## config.mk

```make
export PLATFORM = sky130hd
export DESIGN_NAME = id_stage_ctrl_flat
export DESIGN_NICKNAME = d
export VERILOG_FILES = /design/src/rtl/id_stage_ctrl_pkg.sv /design/src/rtl/id_stage_ctrl_if.sv /design/src/rtl/id_stage_ctrl_decoder.sv /design/src/rtl/id_stage_ctrl.sv /design/src/flat_wrapper.sv
export SDC_FILE = /design/constraint.sdc
export NUM_CORES = 1
export LEC_CHECK = 0
export ABC_AREA = 1
export BUFFER_PORTS_ARGS = -buffer_cell sky130_fd_sc_hd__buf_2
export CAP_MARGIN = 20
export CORE_ASPECT_RATIO = 2
export CORE_MARGIN = 4
export CORE_UTILIZATION = 45
export CTS_BUF_LIST = sky130_fd_sc_hd__clkbuf_16
export DETAILED_ROUTE_END_ITERATION = 10
export PLACE_DENSITY_LB_ADDON = 0.25
export SYNTH_ARGS = -nofsm -noshare
export SYNTH_HDL_FRONTEND = slang
export SYNTH_SLANG_ARGS = --single-unit
```

## constraint.sdc

```tcl
create_clock -name clk_i -period 7.1 [get_ports clk_i]
set_input_delay 0.355 -clock clk_i [delete_from_list [all_inputs] [get_ports clk_i]]
set_output_delay 0.355 -clock clk_i [all_outputs]
set_load 0.01 [all_outputs]
```

## src/rtl/id_stage_ctrl_pkg.sv

```systemverilog
// Shared types for the decode-stage sequencer: fetch entries, scoreboard entries,
// exception causes, functional units and the sequencer state.
package id_stage_ctrl_pkg;

  // trans_id width is fixed here; a module NR_SB_ENTRIES must not exceed 2**TRANS_ID_BITS.
  localparam int unsigned NR_SB_ENTRIES_DFLT = 8;
  localparam int unsigned TRANS_ID_BITS      = $clog2(NR_SB_ENTRIES_DFLT);

  localparam logic [6:0] OPCODE_LOAD     = 7'b0000011;
  localparam logic [6:0] OPCODE_MISC_MEM = 7'b0001111;
  localparam logic [6:0] OPCODE_OP_IMM   = 7'b0010011;
  localparam logic [6:0] OPCODE_AUIPC    = 7'b0010111;
  localparam logic [6:0] OPCODE_STORE    = 7'b0100011;
  localparam logic [6:0] OPCODE_OP       = 7'b0110011;
  localparam logic [6:0] OPCODE_LUI      = 7'b0110111;
  localparam logic [6:0] OPCODE_BRANCH   = 7'b1100011;
  localparam logic [6:0] OPCODE_JALR     = 7'b1100111;
  localparam logic [6:0] OPCODE_JAL      = 7'b1101111;
  localparam logic [6:0] OPCODE_SYSTEM   = 7'b1110011;

  localparam logic [3:0] INSTR_ACCESS_FAULT = 4'd1;
  localparam logic [3:0] ILLEGAL_INSTR      = 4'd2;
  localparam logic [3:0] BREAKPOINT         = 4'd3;
  localparam logic [3:0] ENV_CALL_UMODE     = 4'd8;
  localparam logic [3:0] ENV_CALL_SMODE     = 4'd9;
  localparam logic [3:0] ENV_CALL_MMODE     = 4'd11;

  typedef enum logic [1:0] {
    PRIV_U = 2'b00,
    PRIV_S = 2'b01,
    PRIV_M = 2'b11
  } priv_lvl_t;

  typedef enum logic [2:0] {
    FU_NONE,
    FU_ALU,
    FU_BRANCH,
    FU_LOAD,
    FU_STORE,
    FU_CSR
  } fu_t;

  typedef enum logic [3:0] {
    OP_ADD, OP_SUB, OP_XOR, OP_OR, OP_AND, OP_SLL, OP_SRL, OP_SRA,
    OP_SLT, OP_SLTU, OP_LUI, OP_AUIPC, OP_JUMP, OP_BRANCH, OP_MEM, OP_SYS
  } op_t;

  typedef struct packed {
    logic        valid;
    logic [3:0]  cause;
    logic [31:0] tval;
  } exception_t;

  typedef struct packed {
    logic [31:0] pc;
    logic [31:0] instr;
    exception_t  ex;
  } fetch_entry_t;

  typedef struct packed {
    logic                     valid;
    logic [31:0]              pc;
    logic [TRANS_ID_BITS-1:0] trans_id;
    fu_t                      fu;
    op_t                      op;
    logic [6:0]               opcode;
    logic [4:0]               rs1;
    logic [4:0]               rs2;
    logic [4:0]               rd;
    logic [31:0]              imm;
    logic                     use_imm;
    logic                     use_pc;
    exception_t               ex;
  } scoreboard_entry_t;

  typedef enum logic [1:0] {
    RUN,
    SERIAL,
    HALT
  } idc_state_e;

  function automatic logic is_serializing(input scoreboard_entry_t sbe);
    return (sbe.fu == FU_CSR) || (sbe.opcode == OPCODE_SYSTEM);
  endfunction

endpackage

```

## src/rtl/id_stage_ctrl_if.sv

```systemverilog
// Fetch-side and issue-side handshake bundle of the decode-stage sequencer.
interface id_stage_ctrl_if;
  import id_stage_ctrl_pkg::*;

  // Both sides are valid/ready: a fetch transfer happens on a cycle with
  // fetch_valid_i && fetch_ready_o; an issue transfer on issue_valid_o && issue_ack_i.
  // issue_sbe_o must stay bit-stable while issue_valid_o && !issue_ack_i.
  logic              fetch_valid_i;
  fetch_entry_t      fetch_entry_i;
  logic              fetch_ready_o;
  logic              issue_valid_o;
  scoreboard_entry_t issue_sbe_o;
  logic              issue_ack_i;

  modport slave (
    input  fetch_valid_i, fetch_entry_i, issue_ack_i,
    output fetch_ready_o, issue_valid_o, issue_sbe_o
  );

  modport master (
    output fetch_valid_i, fetch_entry_i, issue_ack_i,
    input  fetch_ready_o, issue_valid_o, issue_sbe_o
  );

endinterface

```

## src/rtl/id_stage_ctrl_decoder.sv

```systemverilog
// Combinational RV32I/Zicsr decoder producing a scoreboard entry from one fetch entry.
module id_stage_ctrl_decoder
  import id_stage_ctrl_pkg::*;
(
  input  logic              valid,
  input  fetch_entry_t      entry,
  input  priv_lvl_t         priv_lvl,
  input  logic              debug_mode,
  input  logic              tvm,
  input  logic              tw,
  input  logic              tsr,
  output scoreboard_entry_t sbe
);

  logic [31:0] instr;
  logic [6:0]  opcode;
  logic [2:0]  funct3;
  logic [6:0]  funct7;
  logic [31:0] imm_i, imm_s, imm_b, imm_u, imm_j;
  logic        illegal, ecall, ebreak;

  assign instr  = entry.instr;
  assign opcode = instr[6:0];
  assign funct3 = instr[14:12];
  assign funct7 = instr[31:25];
  assign imm_i  = {{20{instr[31]}}, instr[31:20]};
  assign imm_s  = {{20{instr[31]}}, instr[31:25], instr[11:7]};
  assign imm_b  = {{19{instr[31]}}, instr[31], instr[7], instr[30:25], instr[11:8], 1'b0};
  assign imm_u  = {instr[31:12], 12'b0};
  assign imm_j  = {{11{instr[31]}}, instr[31], instr[19:12], instr[20], instr[30:21], 1'b0};

  function automatic op_t alu_op(input logic [2:0] f3, input logic alt);
    case (f3)
      3'b000:  return alt ? OP_SUB : OP_ADD;
      3'b001:  return OP_SLL;
      3'b010:  return OP_SLT;
      3'b011:  return OP_SLTU;
      3'b100:  return OP_XOR;
      3'b101:  return alt ? OP_SRA : OP_SRL;
      3'b110:  return OP_OR;
      default: return OP_AND;
    endcase
  endfunction

  always_comb begin
    sbe         = '0;
    illegal     = 1'b0;
    ecall       = 1'b0;
    ebreak      = 1'b0;
    sbe.valid   = valid;
    sbe.pc      = entry.pc;
    sbe.opcode  = opcode;
    sbe.rs1     = instr[19:15];
    sbe.rs2     = instr[24:20];
    sbe.rd      = instr[11:7];

    if (instr[1:0] != 2'b11) begin
      illegal = 1'b1;
    end else begin
      case (opcode)
        OPCODE_OP_IMM: begin
          sbe.fu      = FU_ALU;
          sbe.op      = alu_op(funct3, funct7[5] && (funct3 == 3'b101));
          sbe.imm     = imm_i;
          sbe.use_imm = 1'b1;
          sbe.rs2     = '0;
          if ((funct3 == 3'b001 && funct7 != 7'b0) ||
              (funct3 == 3'b101 && (funct7 & 7'b1011111) != 7'b0)) illegal = 1'b1;
        end
        OPCODE_OP: begin
          sbe.fu = FU_ALU;
          sbe.op = alu_op(funct3, funct7[5]);
          if (funct7 != 7'b0 &&
              !(funct7 == 7'b0100000 && (funct3 == 3'b000 || funct3 == 3'b101))) illegal = 1'b1;
        end
        OPCODE_LUI, OPCODE_AUIPC: begin
          sbe.fu      = FU_ALU;
          sbe.op      = (opcode == OPCODE_LUI) ? OP_LUI : OP_AUIPC;
          sbe.imm     = imm_u;
          sbe.use_imm = 1'b1;
          sbe.use_pc  = (opcode == OPCODE_AUIPC);
          sbe.rs1     = '0;
          sbe.rs2     = '0;
        end
        OPCODE_JAL: begin
          sbe.fu      = FU_BRANCH;
          sbe.op      = OP_JUMP;
          sbe.imm     = imm_j;
          sbe.use_pc  = 1'b1;
          sbe.rs1     = '0;
          sbe.rs2     = '0;
        end
        OPCODE_JALR: begin
          sbe.fu      = FU_BRANCH;
          sbe.op      = OP_JUMP;
          sbe.imm     = imm_i;
          sbe.rs2     = '0;
          illegal     = (funct3 != 3'b000);
        end
        OPCODE_BRANCH: begin
          sbe.fu      = FU_BRANCH;
          sbe.op      = OP_BRANCH;
          sbe.imm     = imm_b;
          sbe.rd      = '0;
          illegal     = (funct3 == 3'b010) || (funct3 == 3'b011);
        end
        OPCODE_LOAD: begin
          sbe.fu      = FU_LOAD;
          sbe.op      = OP_MEM;
          sbe.imm     = imm_i;
          sbe.rs2     = '0;
          illegal     = (funct3 == 3'b011) || (funct3 == 3'b110) || (funct3 == 3'b111);
        end
        OPCODE_STORE: begin
          sbe.fu      = FU_STORE;
          sbe.op      = OP_MEM;
          sbe.imm     = imm_s;
          sbe.rd      = '0;
          illegal     = (funct3 > 3'b010);
        end
        OPCODE_MISC_MEM: begin
          sbe.fu      = FU_NONE;
        end
        OPCODE_SYSTEM: begin
          sbe.op = OP_SYS;
          if (funct3 == 3'b100) begin
            illegal = 1'b1;
          end else if (funct3 != 3'b000) begin
            // CSR address travels in imm so the CSR unit needs no extra field.
            sbe.fu  = FU_CSR;
            sbe.imm = {20'b0, instr[31:20]};
          end else begin
            sbe.fu = FU_NONE;
            case (instr[31:20])
              12'h000: ecall   = 1'b1;
              12'h001: ebreak  = 1'b1;
              12'h302: illegal = (priv_lvl != PRIV_M);
              12'h102: illegal = (priv_lvl == PRIV_U) || (tsr && priv_lvl == PRIV_S);
              12'h105: illegal = tw && (priv_lvl != PRIV_M);
              12'h7b2: illegal = !debug_mode;
              default: begin
                if (funct7 == 7'b0001001)
                  illegal = (priv_lvl == PRIV_U) || (tvm && priv_lvl == PRIV_S);
                else
                  illegal = 1'b1;
              end
            endcase
          end
        end
        default: illegal = 1'b1;
      endcase
    end

    // Fetch faults outrank decode faults; decode faults outrank environment traps.
    if (entry.ex.valid) begin
      sbe.ex = entry.ex;
    end else if (illegal) begin
      sbe.ex = '{valid: 1'b1, cause: ILLEGAL_INSTR, tval: instr};
    end else if (ecall) begin
      sbe.ex.valid = 1'b1;
      case (priv_lvl)
        PRIV_U:  sbe.ex.cause = ENV_CALL_UMODE;
        PRIV_S:  sbe.ex.cause = ENV_CALL_SMODE;
        default: sbe.ex.cause = ENV_CALL_MMODE;
      endcase
    end else if (ebreak) begin
      sbe.ex = '{valid: 1'b1, cause: BREAKPOINT, tval: entry.pc};
    end
  end

endmodule

```

## src/rtl/id_stage_ctrl.sv

```systemverilog
// Decode-stage sequencer: fetch-entry FIFO, one decoder, registered issue entry,
// scoreboard index assignment and serialization of CSR/SYSTEM/excepting instructions.
module id_stage_ctrl
  import id_stage_ctrl_pkg::*;
#(
  parameter int unsigned FIFO_DEPTH    = 2,
  parameter int unsigned NR_SB_ENTRIES = NR_SB_ENTRIES_DFLT
) (
  input  logic                  clk_i,
  input  logic                  rst_ni,
  input  logic                  flush_i,
  id_stage_ctrl_if.slave        bus,
  input  priv_lvl_t             priv_lvl_i,
  input  logic                  debug_mode_i,
  input  logic                  tvm_i,
  input  logic                  tw_i,
  input  logic                  tsr_i,
  input  logic                  serialize_done_i,
  output logic                  busy_o,
  output idc_state_e            state_o
);

  localparam int unsigned PTR_W = (FIFO_DEPTH > 1) ? $clog2(FIFO_DEPTH) : 1;
  localparam logic [PTR_W:0] FIFO_FULL_CNT = (PTR_W+1)'(FIFO_DEPTH);
  localparam logic [TRANS_ID_BITS-1:0] IDX_LAST = TRANS_ID_BITS'(NR_SB_ENTRIES - 1);

  fetch_entry_t             mem [FIFO_DEPTH];
  logic [PTR_W-1:0]         rd_ptr, wr_ptr;
  logic [PTR_W:0]           cnt;
  logic                     fifo_full, fifo_empty;
  logic                     push, load;
  logic [TRANS_ID_BITS-1:0] idx_cnt;
  idc_state_e               state_q, state_d;
  scoreboard_entry_t        dec_sbe, load_sbe;

  assign fifo_full         = (cnt == FIFO_FULL_CNT);
  assign fifo_empty        = (cnt == '0);
  assign bus.fetch_ready_o = !fifo_full && !flush_i;
  assign push              = bus.fetch_valid_i && bus.fetch_ready_o;
  assign load              = (state_q == RUN) && !fifo_empty && !flush_i &&
                             (!bus.issue_valid_o || bus.issue_ack_i);
  assign busy_o            = (state_q != RUN);
  assign state_o           = state_q;

  always_ff @(posedge clk_i) begin
    if (push) mem[wr_ptr] <= bus.fetch_entry_i;
  end

  // Pointers wrap naturally because FIFO_DEPTH is a power of two.
  always_ff @(posedge clk_i) begin
    if (!rst_ni || flush_i) begin
      rd_ptr <= '0;
      wr_ptr <= '0;
      cnt    <= '0;
    end else begin
      if (push) wr_ptr <= wr_ptr + 1'b1;
      if (load) rd_ptr <= rd_ptr + 1'b1;
      case ({push, load})
        2'b10:   cnt <= cnt + 1'b1;
        2'b01:   cnt <= cnt - 1'b1;
        default: cnt <= cnt;
      endcase
    end
  end

  id_stage_ctrl_decoder u_decoder (
    .valid      (!fifo_empty),
    .entry      (mem[rd_ptr]),
    .priv_lvl   (priv_lvl_i),
    .debug_mode (debug_mode_i),
    .tvm        (tvm_i),
    .tw         (tw_i),
    .tsr        (tsr_i),
    .sbe        (dec_sbe)
  );

  always_comb begin
    load_sbe          = dec_sbe;
    load_sbe.trans_id = idx_cnt;
  end

  always_ff @(posedge clk_i) begin
    if (!rst_ni) begin
      bus.issue_valid_o <= 1'b0;
      bus.issue_sbe_o   <= '0;
    end else if (flush_i) begin
      bus.issue_valid_o <= 1'b0;
    end else if (load) begin
      bus.issue_valid_o <= 1'b1;
      bus.issue_sbe_o   <= load_sbe;
    end else if (bus.issue_ack_i) begin
      bus.issue_valid_o <= 1'b0;
    end
  end

  always_ff @(posedge clk_i) begin
    if (!rst_ni || flush_i) begin
      idx_cnt <= '0;
    end else if (load) begin
      idx_cnt <= (idx_cnt == IDX_LAST) ? '0 : idx_cnt + 1'b1;
    end
  end

  always_ff @(posedge clk_i) begin
    if (!rst_ni || flush_i) state_q <= RUN;
    else                    state_q <= state_d;
  end

  // An excepting entry halts even when it would also serialize.
  always_comb begin
    state_d = state_q;
    case (state_q)
      RUN: begin
        if (load) begin
          if (dec_sbe.ex.valid)             state_d = HALT;
          else if (is_serializing(dec_sbe)) state_d = SERIAL;
        end
      end
      SERIAL: begin
        if (serialize_done_i && !bus.issue_valid_o) state_d = RUN;
      end
      HALT:    state_d = HALT;
      default: state_d = RUN;
    endcase
  end

endmodule

```

## src/flat_wrapper.sv

```systemverilog
// flat-port wrapper written by rule: the top's interface ports become plain ports
module id_stage_ctrl_flat import id_stage_ctrl_pkg::*;
#(
  parameter int unsigned FIFO_DEPTH    = 2,
  parameter int unsigned NR_SB_ENTRIES = NR_SB_ENTRIES_DFLT
)
  (clk_i, rst_ni, flush_i, priv_lvl_i, debug_mode_i, tvm_i, tw_i, tsr_i, serialize_done_i, busy_o, state_o, bus_fetch_valid_i, bus_fetch_entry_i, bus_issue_ack_i, bus_fetch_ready_o, bus_issue_valid_o, bus_issue_sbe_o);
  id_stage_ctrl_if bus_i ();
  input  logic clk_i;
  input  logic rst_ni;
  input  logic flush_i;
  input  priv_lvl_t priv_lvl_i;
  input  logic debug_mode_i;
  input  logic tvm_i;
  input  logic tw_i;
  input  logic tsr_i;
  input  logic serialize_done_i;
  output logic busy_o;
  output idc_state_e state_o;
  input wire logic [$bits(bus_i.fetch_valid_i)-1:0] bus_fetch_valid_i;
  input wire logic [$bits(bus_i.fetch_entry_i)-1:0] bus_fetch_entry_i;
  input wire logic [$bits(bus_i.issue_ack_i)-1:0] bus_issue_ack_i;
  output wire logic [$bits(bus_i.fetch_ready_o)-1:0] bus_fetch_ready_o;
  output wire logic [$bits(bus_i.issue_valid_o)-1:0] bus_issue_valid_o;
  output wire logic [$bits(bus_i.issue_sbe_o)-1:0] bus_issue_sbe_o;
  assign bus_i.fetch_valid_i = bus_fetch_valid_i;
  assign bus_i.fetch_entry_i = bus_fetch_entry_i;
  assign bus_i.issue_ack_i = bus_issue_ack_i;
  assign bus_fetch_ready_o = bus_i.fetch_ready_o;
  assign bus_issue_valid_o = bus_i.issue_valid_o;
  assign bus_issue_sbe_o = bus_i.issue_sbe_o;
  id_stage_ctrl #(.FIFO_DEPTH(FIFO_DEPTH), .NR_SB_ENTRIES(NR_SB_ENTRIES)) u_core (.clk_i(clk_i), .rst_ni(rst_ni), .flush_i(flush_i), .bus(bus_i), .priv_lvl_i(priv_lvl_i), .debug_mode_i(debug_mode_i), .tvm_i(tvm_i), .tw_i(tw_i), .tsr_i(tsr_i), .serialize_done_i(serialize_done_i), .busy_o(busy_o), .state_o(state_o));
endmodule
```

==> flow_summary.json, run 1 <==
{
  "crit_required_ns": 7.58,
  "syn_nets": 1558,
  "post-route-worst-setup-slack_ns": 2.59,
  "htreeDepth": 1,
  "final_cells": 2202,
  "ant_nets": 0,
  "startpoint_type": "flip-flop",
  "rsz0062_at_grt": "false",
  "routedWlPerCell_um": 20.5,
  "cpMostUsedCell": "nand2_1",
  "path_clk_slew_ns": 0.07,
  "synth_common_cells": "nand2_1 (359), edfxtp_1 (202), dfxtp_1 (147)",
  "leakage_nw": 7.38,
  "endpoint_kind": "flip-flop",
  "drive_gt1_frac": 0.214,
  "setup_violations": 0,
  "fin_tns_setup_ns": 0,
  "dieHeight_um": 262,
  "netlist_top_cells_area": "edfxtp_1 (42%), dfxtp_1 (20%), nand2_1 (9.3%)",
  "synth_top_cell_area_share": 0.419,
  "dieArea_sq_mm": 0.0353,
  "drt_wl_total_um": 45200,
  "rr_worst_depth": 17,
  "synth_top_area_cell": "edfxtp_1",
  "ys_seq_elements": 349,
  "antenna_cells": 0,
  "dieWidth_um": 135,
  "drv_slew": 0,
  "drt_iter0_markers": 1028,
  "io_pins": 254,
  "synthCells": 1442,
  "whs_ns": 0.0362,
  "synth_area_per_cell_sq_um": 10.0,
  "track_usage": 0.250,
  "async_flop_share": 0,
  "yosysWarnings": 0,
  "core-area_sq_mm": 0.0317,
  "reg2reg_slack_ns": 2.59,
  "ys_seq_area_frac": 0.623,
  "synth_most_common_cell": "nand2_1",
  "num_rows": 92,
  "crit_chain": "inv_6 > nand2_1 > nand2_1 > inv_1 > nand2_1 > nor2_1 > nand2_2 > nand2_4 > nor3_2 > nor2_4 > nand2_4 > inv_2 > nand3_1 > nand2_1 > inv_1 > nand2_1 > inv_1",
  "globalRouteOverflowTotal": 0,
  "root_buffer": "clkbuf_16",
  "fin_skew_ns": 0.0178,
  "path_buf_inv": 5,
  "grt_pass1_wl_um": 67200,
  "crit_fanout": 71,
  "fmax_mhz": 222,
  "ir_worst_vdd_uv": 201,
  "timing.final.crit_share": 0.635,
  "clkSinkCount": 349,
  "drcViolationCount": 0,
  "netlist_area_sq_mm": 0.0145,
  "cts_tree": "yes",
  "start_util": 0.457,
  "p_per_area_mw_per_mm2": 237,
  "finalCriticalPeriod_ns": 4.51,
  "maxCapViolCount": 0,
  "arrival_ns": 4.98,
  "io_buffers": 253,
  "synth-edff-count": 202,
  "clkLatencyLatePin_ns": 0.57,
  "max_stage_delay_ns": 0.83,
  "dp_slack_ns": 2.62,
  "r2r-end": "u_core.state_o[1]$_SDFFE_PP0P_",
  "post_cts_resized": 0,
  "hold_path_class": "in2reg",
  "grt_pass1_vias": 11400,
  "dr.pass1.iters": 5,
  "status": "finished, final reports clean",
  "cts_buffer_depth": 3,
  "slowest_stage": "dfxtp_4",
  "critPathCapture": "u_core.state_o[1]$_SDFFE_PP0P_",
  "post_cts_buffers": 0,
  "crit_family": "simple AND/OR/NAND/NOR gates",
  "vias": 11700,
  "worstMarginPinSlew_ns": 1.03,
  "fin_nets": 1871,
  "max_slew_margin": 0.314,
  "dp_hpwl_um": 31400,
  "ys.flop_type": "edfxtp_1",
  "dp.cells": 2048,
  "hold_violations": 0,
  "criticalPathCategory": "reg2reg",
  "cp_num_cells": 17,
  "via_per_inst": 5.30,
  "antenna_found_initial": 0,
  "cts_inserted_buffers": 30,
  "synthToLayoutAreaGrowth_pct": 24.3,
  "yosysUniqueCellTypes": 45,
  "grt_start_max_net_pins": 80,
  "gp_congestion": 0.975
}
-- what timing repair did --
item                                   in CTS  in global routing
endpoints found under the hold margin     194                  2
setup endpoints to repair                   0                  0
hold buffers                               97                  1
-- cells by family (layout without fill, tap and decap cells) --
| kind of cell | Yosys count | count (layout) | share of synthesized area |
|---|---|---|---|
| compound gates | 318 | 318 | 0.129 |
| buf+inv | 154 | 491 | 0.0476 |
| mux | 39 | 39 | 0.0270 |
| simple gates | 579 | 579 | 0.171 |
| fa+ha+maj | 3 | 3 | 0.00259 |
| flops | 349 | 349 | 0.623 |
-- worst register-to-register path: stages, from the launching register on --
cell     delay [ns]
dfxtp_4        0.83
inv_6          0.41
nand2_1        0.24
nand2_1        0.12
inv_1          0.22
nand2_1        0.08
nor2_1         0.22
nand2_2        0.29
nand2_4        0.23
nor3_2         0.08
nor2_4         0.73
nand2_4        0.44
inv_2          0.24
nand3_1        0.09
nand2_1        0.08
inv_1          0.04
nand2_1        0.05
inv_1          0.03
-- worst min-delay path by stage --
stage / from / end / slack, ns / depth (start not counted)
6_report: bus_fetch_entry_i[1] / u_core.mem[1][1]$_DFFE_PP_ / 0.04 / 1
5_1_grt: bus_fetch_entry_i[32] / u_core.mem[0][32]$_DFFE_PP_ / 0.006 / 1
4_1_cts: bus_fetch_entry_i[46] / u_core.mem[1][46]$_DFFE_PP_ / 0.002 / 1
3_5_place_dp: u_core.rd_ptr$_SDFFE_PP0P_ / flip-flop / 0.44 / 1
3_3_place_gp: u_core.rd_ptr$_SDFFE_PP0P_ / flip-flop / 0.43 / 1
2_1_floorplan: u_core.rd_ptr$_SDFFE_PP0P_ / flip-flop / 0.43 / 1
-- report_power, final --
part	switching [mW]	internal (mW)	leakage [nW]	total, mW
Sequential	0.0255	2.20	3.04	2.22
Clock	0.743	0.971	0.518	1.71
Combinational	0.206	0.121	3.81	0.327
-- layout by cell type, fill, tap and decap left out, types with 2 or more instances in the layout --
cell type / count
nand2_1: 359
buf_2: 253
edfxtp_1: 202
dfxtp_1: 146
a21oi_1: 137
nor2_1: 100
dlygate4sd3_1: 98
o21ai_0: 86
inv_1: 66
nand3_1: 57
mux2i_1: 39
a211oi_1: 35
clkbuf_16: 31
o211ai_1: 23
nand2_2: 14
buf_4: 12
nor3_1: 10
o211ai_2: 10
nor2_2: 8
o21ai_1: 8
inv_2: 8
clkinv_1: 7
clkinv_2: 6
nand4_1: 6
o22ai_1: 6
a31oi_1: 6
or2_2: 5
bufinv_16: 5
nor2_4: 4
nand2_4: 4
nor3_2: 3
ha_1: 3
o21ai_4: 2
o21ai_2: 2
clkinvlp_4: 2
-- cell type report --
cell class                      count  area [sq um]
Clock buffer                       31           776
Multi-Input combinational cell    939          4810
Clock inverter                     25           244
Inverter                           72           279
Sequential cell                   349          9010
Fill cell                        2753         13700
Tap cell                          423           529
Timing Repair Buffer              363          2340
-- registers in the layout, indices dropped and copies added (netlist names), named ones only --
signal / cells
u_core.rd_ptr: 1
u_core.mem: 202
u_core.state_o: 2
u_core.bus.issue_valid_o: 1
u_core.bus.issue_sbe_o: 136
u_core.idx_cnt: 3
u_core.wr_ptr: 1
u_core.cnt: 2
-- layer usage --
| layer | track usage | share of wire | vias to the layer above | routed length [um] |
|---|---|---|---|---|
| met5 | 0 | 0 | - | 0 |
| met4 | 0.134 | 0.056 | 0 | 2530 |
| met3 | 0.0248 | 0.054 | 107 | 2430 |
| met2 | 0.458 | 0.53 | 454 | 24000 |
| met1 | 0.283 | 0.36 | 5489 | 16200 |
| li1 | - | - | 5615 | - |
-- through the flow --
stage	cell area (sq um)	total power [mW]	utilization
final	18000	4.26	0.568
after global routing	18000	4.40	0.568
after CTS	18000	4.29	0.568
after detailed placement	16000	2.55	0.505
after global placement	16000	2.55	0.505
after floorplan	14500	2.42	-
Power figures use the tool's default switching activity.
==> run 2: changes to the inputs <==
clock period = 4.2 ns   (was 7.1 ns; I/O delays follow)
==> run 2 against run 1 <==
Count of clock-buffer cells in the layout rose by 4. Sequential share of layout area fell by 0.30 points. Cell area rose by 0.60%. Critical path type unchanged. Largest cell class unchanged. Largest power group unchanged. Highest routed layer unchanged.
==> flow_summary.json, run 2 (synthesized netlist as in run 1, its figures left out) <==
{
  "worstMarginPinSlew_ns": 1.02,
  "combPwrFrac": 0.079,
  "track_usage": 0.254,
  "dp_hpwl_um": 31200,
  "drive_gt1_frac": 0.219,
  "max_stage_delay_ns": 0.68,
  "num_rows": 92,
  "crit_family": "compound AO/OA/AOI/OAI gates",
  "drt_wl_total_um": 45700,
  "globalRoute.busiestLayer": "met2",
  "routedWlPerCell_um": 20.6,
  "postPlaceCellArea_sq_mm": 0.0161,
  "dieHeight_um": 262,
  "synthToLayoutAreaGrowth_pct": 25.0,
  "crit_fanout": 35,
  "final_util": 0.572,
  "p_clk_frac": 0.391,
  "cts_tree": "yes",
  "grt_use_met3": 0.0263,
  "antenna_found_initial": 1,
  "htreeDepth": 1,
  "fin_skew_ns": 0.0145,
  "met1_usage": 0.281,
  "n_fill_cell": 2774,
  "io_buffers": 253,
  "reg2reg_slack_ns": 0.79,
  "crit_chain": "buf_4 > nand2_1 > nand2_2 > inv_1 > nor2_2 > nand2_1 > o21ai_1 > nor2_1 > inv_1 > o21ai_1 > o21ai_0 > nand2_1 > a21oi_1",
  "ir_worst_vdd_uv": 390,
  "cts_buffer_depth": 3,
  "p_per_area_mw_per_mm2": 392,
  "globalRouteMet2Util": 0.459,
  "final_cell_mix": "nand2_1 (359), buf_2 (253), edfxtp_1 (202)",
  "clkLatencyLatePin_ns": 0.57,
  "arrival_ns": 3.91,
  "via_per_inst": 5.40,
  "fmax_mhz": 293,
  "startpoint_type": "flip-flop",
  "gp_congestion": 0.979,
  "cts_inserted_buffers": 30,
  "leakage_nw": 7.44,
  "drv_slew": 0,
  "start_util": 0.457,
  "switching_share": 0.236,
  "endpoint_kind": "flip-flop",
  "p_switching_mw": 1.67,
  "p_int_mw": 5.42,
  "status": "finished, final reports clean",
  "top_regs": "u_core.mem: 202 flops, u_core.bus.issue_sbe_o: 136 flops, u_core.idx_cnt: 3 flops",
  "globalRouteOverflowTotal": 0,
  "dieWidth_um": 135,
  "vias": 12000,
  "grt_pass1_vias": 11900,
  "rsz0062_at_grt": "false",
  "clkSinkCount": 349,
  "regMostFlops": "u_core.mem",
  "criticalPathCategory": "reg2reg",
  "dieArea_sq_mm": 0.0353,
  "path_buf_inv": 3,
  "timing.final.crit_share": 0.813,
  "final_common_cell": "nand2_1",
  "core-area_sq_mm": 0.0317,
  "hold_depth": 4,
  "ant_nets": 0,
  "finalCriticalPeriod_ns": 3.41,
  "cpMostUsedCell": "nand2_1",
  "crit_required_ns": 4.70,
  "cp_num_cells": 13,
  "max_slew_margin": 0.323,
  "hold_violations": 0,
  "drcViolationCount": 0,
  "grt_pass1_wl_um": 68500,
  "largest_register_ff_count": 202,
  "rr_worst_depth": 13,
  "p_seq_frac": 0.529,
  "slowest_stage": "dfxtp_4",
  "fin_nets": 1885,
  "final_cells": 2217,
  "maxCapViolCount": 0,
  "path_clk_slew_ns": 0.07,
  "dp.cells": 2057,
  "hold_path_class": "in2reg",
  "io_pins": 254,
  "drt_iter0_markers": 861,
  "root_buffer": "clkbuf_16",
  "setup_violations": 0,
  "grt_start_max_net_pins": 99,
  "dr.pass1.iters": 5,
  "post-route-cell-area_sq_mm": 0.0181
}
-- run 2: cell types whose count changed in the layout (fill, tap and decap cells not counted), moves of 2 or more --
cell / delta
buf_4: +9
bufinv_16: -5
clkbuf_16: +4
clkinv_1: -2
clkinv_4: +2
dlygate4sd3_1: +4
inv_6: +2
-- run 2: timing repair --
item                                   4_1_cts  5_1_grt
endpoints found under the hold margin      203        0
hold buffers                               102        0
resized for setup                            0        0
buffers inserted                             0        0
-- run 2: worst reg2reg max path, delay by kind of cell, from the launching register on --
| family | cells | cell delay [ns] |
|---|---|---|
| flip-flops | 1 | 0.68 |
| buffers and inverters | 3 | 0.76 |
| AND/OR/NAND/NOR | 6 | 0.87 |
| AO/OA/AOI/OAI | 4 | 1.05 |
-- run 2: worst paths after layout --
path	startpoint	endpoint
hold / removal	flush_i	u_core.idx_cnt[2]$_SDFFE_PP0P_
hold reg to reg	u_core.bus.issue_sbe_o[67]$_SDFFE_PN0P_	u_core.bus.issue_sbe_o[67]$_SDFFE_PN0P_
setup / recovery	flip-flop	u_core.bus.issue_sbe_o[68]$_SDFFE_PN0P_
setup reg to reg	flip-flop	u_core.bus.issue_sbe_o[68]$_SDFFE_PN0P_
-- run 2: through the flow --
| stage | worst slack [ns] | setup TNS, ns | hold WS (ns) | power, mW |
|---|---|---|---|---|
| 4_1_cts | 0.786 | 0 | 0.0635 | 7.13 |
| 3_5_place_dp | 0.803 | 0 | 0.401 | 4.31 |
| 5_1_grt | 0.574 | 0 | 0.0866 | 7.31 |
| 6_report | 0.787 | 0 | 0.0694 | 7.09 |
| 3_3_place_gp | 0.726 | 0 | 0.397 | 4.31 |
| 2_1_floorplan | -1.43 | -288.56 | 0.309 | 4.09 |
-- run 2: routing by layer --
metal  vias to the layer above  routed length [um]
met4                         0                3170
li1                       5653                   -
met2                       504               24000
met3                       150                2350
met1                      5674               16100
met5                         -                   0
-- run 2: power groups by stage --
| stage | combinational [mW] | sequential [mW] | clock, mW |
|---|---|---|---|
| finish | 0.563 | 3.75 | 2.77 |
| global route | 0.612 | 3.76 | 2.94 |
| CTS | 0.560 | 3.75 | 2.82 |
| detailed placement | 0.483 | 3.83 | 0 |
| global placement | 0.478 | 3.83 | 0 |
| floorplan | 0.245 | 3.84 | 0 |
-- run 2: cell type report --
type | instances | area, sq um | area share
multi-input combinational | 939 | 4810 | 0.266
clock buffer | 35 | 876 | 0.0484
antenna | 1 | 2.50 | 0.000138
timing repair buffer | 377 | 2470 | 0.137
tap | 423 | 529 | 0.0293
inverter | 72 | 279 | 0.0154
sequential | 349 | 9010 | 0.498
clock inverter | 21 | 114 | 0.00629
